`src/rtl/maxplus_dot_acc_pkg.sv`:
```
// Shared types and constants for the max-plus datapath: state encoding and the epsilon pattern.
// Epsilon (-inf) is the all-ones operand of the chosen width.
package maxplus_pkg;

    localparam int W_DEF = 12;

    typedef enum logic {
        ACC  = 1'b0,
        HOLD = 1'b1
    } state_t;

    function automatic logic [63:0] eps_of(input int unsigned w);
        return (64'd1 << w) - 64'd1;
    endfunction

endpackage

```
`src/rtl/maxplus_dot_acc_term.sv`:
```
// One max-plus term: widened sum of a and b, plus an epsilon flag if either operand is -inf.
// Purely combinational, zero latency, no flow control.
module maxplus_term
    import maxplus_pkg::*;
#(
    parameter int W = W_DEF
) (
    input  logic [W-1:0] i_a,
    input  logic [W-1:0] i_b,
    output logic [W:0]   o_sum,
    output logic         o_eps
);

    localparam logic [W-1:0] EPS = W'(eps_of(W));

    // The extra bit holds the carry, so the sum of two finite operands never wraps.
    assign o_sum = {1'b0, i_a} + {1'b0, i_b};
    assign o_eps = (i_a == EPS) || (i_b == EPS);

endmodule

```
`src/rtl/maxplus_dot_acc.sv`:
```
// Max-plus inner product over N operand pairs. The result is valid the cycle after the N-th accept.
// While a result is held, in_ready stays low until the consumer takes the result.
module maxplus_dot_acc
    import maxplus_pkg::*;
#(
    parameter int W  = W_DEF,
    parameter int N  = 4,
    parameter int CW = $clog2(N)
) (
    input  logic         clk,
    input  logic         rst,
    input  logic         in_valid,
    output logic         in_ready,
    input  logic [W-1:0] a_in,
    input  logic [W-1:0] b_in,
    output logic         out_valid,
    input  logic         out_ready,
    output logic [W:0]   out_data,
    output logic         out_eps
);

    localparam logic [CW-1:0] LAST = CW'(N - 1);

    state_t        r_state;
    state_t        w_state_nxt;
    logic [CW-1:0] r_cnt;
    logic [W:0]    r_acc;
    logic          r_any_fin;

    logic [W:0]    w_term;
    logic          w_term_eps;
    logic          w_in_xfer;

    maxplus_term #(.W(W)) u_term (
        .i_a   (a_in),
        .i_b   (b_in),
        .o_sum (w_term),
        .o_eps (w_term_eps)
    );

    assign w_in_xfer = in_valid && in_ready;

    always_comb begin
        w_state_nxt = r_state;
        in_ready    = 1'b0;
        out_valid   = 1'b0;
        out_data    = '0;
        out_eps     = 1'b0;
        case (r_state)
            ACC: begin
                in_ready = 1'b1;
                if (in_valid && (r_cnt == LAST)) begin
                    w_state_nxt = HOLD;
                end
            end
            HOLD: begin
                out_valid = 1'b1;
                out_data  = r_any_fin ? r_acc : '0;
                out_eps   = !r_any_fin;
                if (out_ready) begin
                    w_state_nxt = ACC;
                end
            end
            default: w_state_nxt = ACC;
        endcase
    end

    always_ff @(posedge clk) begin
        if (rst) begin
            r_state   <= ACC;
            r_cnt     <= '0;
            r_acc     <= '0;
            r_any_fin <= 1'b0;
        end else begin
            r_state <= w_state_nxt;
            if (w_in_xfer) begin
                r_cnt <= (r_cnt == LAST) ? '0 : r_cnt + CW'(1);
                if (r_cnt == '0) begin
                    r_acc     <= w_term_eps ? '0 : w_term;
                    r_any_fin <= !w_term_eps;
                end else if (!w_term_eps) begin
                    // Until a finite term arrives, acc holds no meaningful value to compare against.
                    r_acc     <= (r_any_fin && (r_acc > w_term)) ? r_acc : w_term;
                    r_any_fin <= 1'b1;
                end
            end
        end
    end

endmodule

```
`config.mk`:
```
export PLATFORM = sky130hd
export DESIGN_NAME = maxplus_dot_acc
export DESIGN_NICKNAME = d
export VERILOG_FILES = /design/src/rtl/maxplus_dot_acc_pkg.sv /design/src/rtl/maxplus_dot_acc_term.sv /design/src/rtl/maxplus_dot_acc.sv
export SDC_FILE = /design/constraint.sdc
export NUM_CORES = 1
export LEC_CHECK = 0
export BUFFER_PORTS_ARGS = -buffer_cell sky130_fd_sc_hd__buf_2
export CAP_MARGIN = 20
export CORE_UTILIZATION = 35
export CTS_BUF_LIST = sky130_fd_sc_hd__clkbuf_16
export DETAILED_ROUTE_END_ITERATION = 6
export PLACE_DENSITY = 0.6
export SLEW_MARGIN = 20
export SYNTH_ARGS = -nofsm -noshare
export SYNTH_HDL_FRONTEND = slang
export SYNTH_HIERARCHICAL = 1
export SYNTH_SLANG_ARGS = --single-unit
```
`constraint.sdc`:
```
create_clock -name clk -period 5.6 [get_ports clk]
set_input_delay 0.28 -clock clk [delete_from_list [all_inputs] [get_ports clk]]
set_output_delay 0.28 -clock clk [all_outputs]
set_load 0.1 [all_outputs]
```
# Word-level counts from Yosys, hierarchy flattened
# Index checks and enable logic that the tools add are counted.
word_totals:
  inputBits: 28
  output_inout_bits: 16
  ff_bits: 17
  elab_cells: 37
classes:
  n_reduce_logical: 9
  n_bitwise: 1
  mux: 15
  order_cmp: 1
  add_sub_neg: 2
  n_eq_ne: 5
ops:
  columns: ["operator", "count"]
  rows:
  - ["$mux W13", 6]
  - ["$eq A12 B12 Y1 const B", 2]
  - ["$add A12 B12 Y13", 1]
  - ["$gt A13 B13 Y1", 1]
  - ["$mux W1", 7]
  - ["$logic_and A1 B1 Y1", 3]
  - ["$reduce_and A3 Y1", 1]
  - ["$add A2 B1 Y2 const B", 1]
  - ["$eq A2 B2 Y1 const B", 1]
  - ["$logic_not A1 Y1", 2]
  - ["$logic_not A2 Y1", 1]
  - ["$mux W2", 1]
  - ["$ne A2 B1 Y1 const B", 1]
  - ["$ne A2 B2 Y1 const B", 1]
  - ["$pmux W1 S2", 1]
  - ["$reduce_and A2 Y1", 1]
  - ["$logic_or A1 B1 Y1", 1]
  - ["$not A1 Y1", 1]

# Longest topological paths before layout
depth:
  depth_word: 6
  ltp_mapped: 14
  mapped_depth_nobuf: 13

# Hierarchy
# The synthesis kept the hierarchy.
modules_own_cells:
  columns: ["mod", "seq_area_each_um2", "area_per_inst_um2", "instances", "cells_each"]
  rows:
  - ["maxplus_dot_acc", 340.3, 1127.3, 1, 124]
  - ["maxplus_term", 0.0, 675.6, 1, 87]

# Least setup slack after synthesis
# No wires, ideal clock.
synth_path:
  kind: "reg2out"
  from: "reg r_state"
  to: "out out_eps"
  arrival_time_ns: 3.220
  path_stages_with_launch: 3
  t_required_ns: 5.320
  path_buffers: 0
  setup_slack_ns: 2.100
  path_cell_list: "dfxtp_1 > inv_1 > nor2_1"
synth_via:
  elab_chain_cells: 1
synth_rtl:
  columns: ["item", "line_no", "source"]
  rows:
  - ["from (decl)", "maxplus_dot_acc.sv:24", "state_t r_state;"]
  - ["from (signal assigned)", "maxplus_dot_acc.sv:75", "r_state <= w_state_nxt;"]
  - ["$mux W1", "maxplus_dot_acc.sv:49", "case (r_state)"]
  - ["to (decl)", "maxplus_dot_acc.sv:19", "output logic out_eps"]
# Every way passes these cells.

# Worst setup path after layout
layout_path:
  from: "in a_in[4]"
  to: "reg r_acc[7]"
layout_via:
  elab_chain_cells: 5
  elab_cells_between_ends: 12
  cone_classes: "add/sub (1); order compare (1); eq/ne (3); mux (4); reduce/logical (3)"
layout_rtl:
  columns: ["item", "line_no", "source"]
  rows:
  - ["from (decl)", "maxplus_dot_acc.sv:14", "input logic [W-1:0] a_in,"]
  - ["$add A12 B12 Y13", "maxplus_dot_acc_term.sv:17", "assign o_sum = {1'b0, i_a} + {1'b0, i_b};"]
  - ["via w_term[11]", "maxplus_dot_acc.sv:30", "logic [W:0] w_term;"]
  - ["$gt A13 B13 Y1", "maxplus_dot_acc.sv:83", "r_acc <= (r_any_fin && (r_acc > w_term)) ? r_acc : w_term;"]
  - ["$logic_and A1 B1 Y1", "maxplus_dot_acc.sv:83", null]
  - ["$ne A2 B2 Y1 (no line)", null, null]
  - ["$reduce_and A3 Y1 (no line)", null, null]
  - ["to (signal assigned)", "maxplus_dot_acc.sv:79", "r_acc <= w_term_eps ? '0 : w_term;"]
  - ["to (signal assigned)", "maxplus_dot_acc.sv:83", null]
  - ["to (decl)", "maxplus_dot_acc.sv:27", "logic [W:0] r_acc;"]
# The timed path passes the listed nets, and every way through them passes these cells. The select of a mux whose other input is x is not followed.
# A chain may end at the register's enable or synchronous reset.

==> results.json <==
{
  "cp-end-kind": "flop",
  "nets": 309,
  "yosys_warnings": 6,
  "synth-compound-area-share_pct": 27.1,
  "io_buffers": 43,
  "tightest_slew_ns": 1.07,
  "routed_wl_mm": 4.50,
  "outcome": "complete, no violations",
  "required_ns": 5.79,
  "synth_area_leaders": "dfxtp_1 (19%), ha_1 (19%), a32o_1 (6.1%), and3_1 (4.5%), a21oi_1 (3.9%)",
  "synth_area_sq_mm": 0.00180,
  "async_flop_share_pct": 0,
  "htreeDepth": 1,
  "yosys.area.top_type": "dfxtp_1",
  "powerDensity_mw_per_mm2": 229,
  "die_y_um": 73.8,
  "holdWs_ns": 0.303,
  "synth_top_family_by_area": "compound AO/OA/AOI/OAI gates",
  "rr_endpoint": "r_acc[7]$_SDFFE_PP0P_",
  "rows": 25,
  "netlist_instances": 211,
  "max_freq_mhz": 267,
  "syn2layout_area_growth_pct": 19.0,
  "synth.ff_latch_count": 17,
  "grt_max_degree": 18,
  "post-cts-setup-buffer-count": 0,
  "setup_viol": 0,
  "crit_type": "input port to flop",
  "clockRootBuffer": "clkbuf_16",
  "crit_buf_inv": 3,
  "hold_viol": 0,
  "synthesis.nets": 267,
  "detail-route-antenna-nets": 0,
  "slew_viol_final": 0,
  "max-vdd-ir-drop_uv": 184,
  "final.setup.tns_ns": 0,
  "yosys.area_share.simple_pct": 23.6,
  "holdPathStages": 2,
  "ys_seq_area_share_pct": 18.9,
  "synth.area.mux_share_pct": 1.11,
  "n_fill_cell": 493,
  "cts_made_buffers": 3,
  "crit_arrival_ns": 3.93,
  "diodes": 0,
  "worst_setup_path_start_kind": "input port",
  "grt.total_usage_pct": 17.4,
  "post_drt_wl_per_cell_um": 14.1,
  "m1WireLength_mm": 2.25,
  "crit_start": "a_in[4]",
  "ios": 44,
  "synth_top_area_share_pct": 18.9,
  "cts-resized-gates": 0,
  "cap_viol_max_count": 0,
  "min_period_ns": 3.74,
  "slew_headroom_pct": 28.7,
  "dp.cells": 315,
  "mostFrequentLayoutCell": "buf_2",
  "holdPathEnd": "r_cnt[0]$_SDFFE_PP0P_",
  "drt_pre_antenna_iters": 4,
  "max_stage_delay_ns": 0.72,
  "start_util_pct": 37.2,
  "synth_xor_area_share_pct": 3.40,
  "multi_input_area_sq_mm": 0.00135,
  "synth_flop_cell": "dfxtp_1",
  "clk_pin_slew_worst_paths_ns": 0.05,
  "antenna_found_initial": 0,
  "path_cells": "buf_2 > ha_1 > a21oi_1 > a21boi_0 > or4_1 > o211ai_1 > inv_1 > ha_1 > and4_1 > nand4_1 > a31oi_1 > a211oi_1 > buf_4 > a32o_1",
  "fin_cells": 319,
  "wl_met3_um": 160,
  "seq_area_sq_um": 340,
  "final_cell_mix": "buf_2 (43), ha_1 (27), inv_1 (19)",
  "via_per_inst": 5.50,
  "timing.rr.start": "r_acc[12]$_SDFFE_PP0P_",
  "skew_ns": 0.00409,
  "yosysUniqueCellTypes": 49,
  "cts_sinks": 17,
  "die_w_um": 73.8,
  "clkLatencyLatePin_ns": 0.25,
  "die_area_sq_mm": 0.00544,
  "critPathTopFamily": "compound AO/OA/AOI/OAI gates",
  "clock_path_buffers": 2,
  "period_share_pct": 66.9,
  "globalplace.congestion": 0.807,
  "syn_avg_cell_area_sq_um": 8.54,
  "tritoncts": "yes",
  "top_layer": "met4",
  "r2r.worst_path.cells": 7,
  "hpwl_mm": 3.52,
  "p_leak_uw": 0.00108,
  "via_count": 1754,
  "cpMostUsedCell": "ha_1",
  "core_sq_mm": 0.00485,
  "grt-ovfl-total": 0,
  "grt_pass1_vias": 1589,
  "hold_start": "rst",
  "rsz0062_at_grt": "no",
  "drcViolationCount": 0,
  "cts_hold_buf": 0,
  "met2_wirelength_mm": 2.08,
  "drive_above_1_share_pct": 24.2,
  "ff2ff_setup_slack_ns": 3.29,
  "synth-adder-area-share_pct": 19.8,
  "synth_enable_flop_cells": 0,
  "final_core_util_pct": 44.3,
  "crit_fanout": 7,
  "hp-class": "input port to flop",
  "drt_iter0_drc": 81,
  "slowest_stage": "a211oi_1",
  "grt_pass1_wl_mm": 7.38
}
-- flip-flops by register name (all words and copies together) (netlist names) --
register   flops
r_acc         13
r_any_fin      1
r_cnt          2
r_state        1
-- per-stage QoR --
stage / power [uW] / setup WS [ns] / area, sq um
floorplan: 300 / 2.10 / 1800
global placement: 350 / 1.59 / 2070
detailed placement: 350 / 1.60 / 2070
CTS: 494 / 1.85 / 2150
global route: 528 / 1.57 / 2150
finish: 491 / 1.86 / 2150
-- layer usage --
metal	track usage, %	up-vias
met3	3.16	2
met5	0	-
met2	28.3	26
met1	24.3	829
met4	2.56	0
li1	-	897
-- Yosys cell counts, types with 2 or more instances --
cell / count
a2111oi_0: 3
a211oi_1: 3
a21boi_0: 2
a21o_1: 6
a21oi_1: 14
a31o_2: 3
a31oi_1: 3
a32o_1: 11
and2b_1: 2
and3_1: 13
and4_1: 3
and4_2: 2
buf_6: 2
clkbuf_1: 4
dfxtp_1: 17
ha_1: 27
inv_1: 18
mux2i_1: 2
nand2_1: 10
nand2b_1: 3
nand3_1: 5
nand4_1: 8
nor2_1: 8
nor2b_1: 4
nor3_1: 2
nor3b_1: 2
o211ai_1: 3
o21ai_0: 2
o21ai_1: 2
or4_1: 3
xnor2_1: 5
xor2_1: 2
-- area by class of cell --
class | count | area share, %
Multi-Input combinational cell | 169 | 63.0
Sequential cell | 17 | 15.9
Timing Repair Buffer | 44 | 10.4
Tap cell | 67 | 3.91
Clock buffer | 3 | 3.50
Inverter | 18 | 3.15
Clock inverter | 1 | 0.175
-- report_power, final --
part	total [uW]	internal (uW)	switching (uW)
Sequential	153	138	15.5
Combinational	196	87.7	109
Clock	141	94.8	46.2
-- how the worst max path moves through the flow --
stage	to	slack, ns	depth (start not counted)
6_report	r_acc[7]$_SDFFE_PP0P_	1.86	14
3_5_place_dp	r_acc[8]$_SDFFE_PP0P_	1.60	14
5_1_grt	r_acc[9]$_SDFFE_PP0P_	1.57	15
4_1_cts	r_acc[8]$_SDFFE_PP0P_	1.85	14
2_1_floorplan	out_eps	2.10	2
3_3_place_gp	r_acc[5]$_SDFFE_PP0P_	1.59	15
-- cell families after synthesis --
logic type	Yosys count
buffers and inverters	25
XOR/XNOR	7
adder cells (fa/ha/maj)	28
flip-flops	17
AO/OA/AOI/OAI	61
AND/OR/NAND/NOR	71
multiplexers	2
No activity file was read; power rests on OpenSTA's default activity.
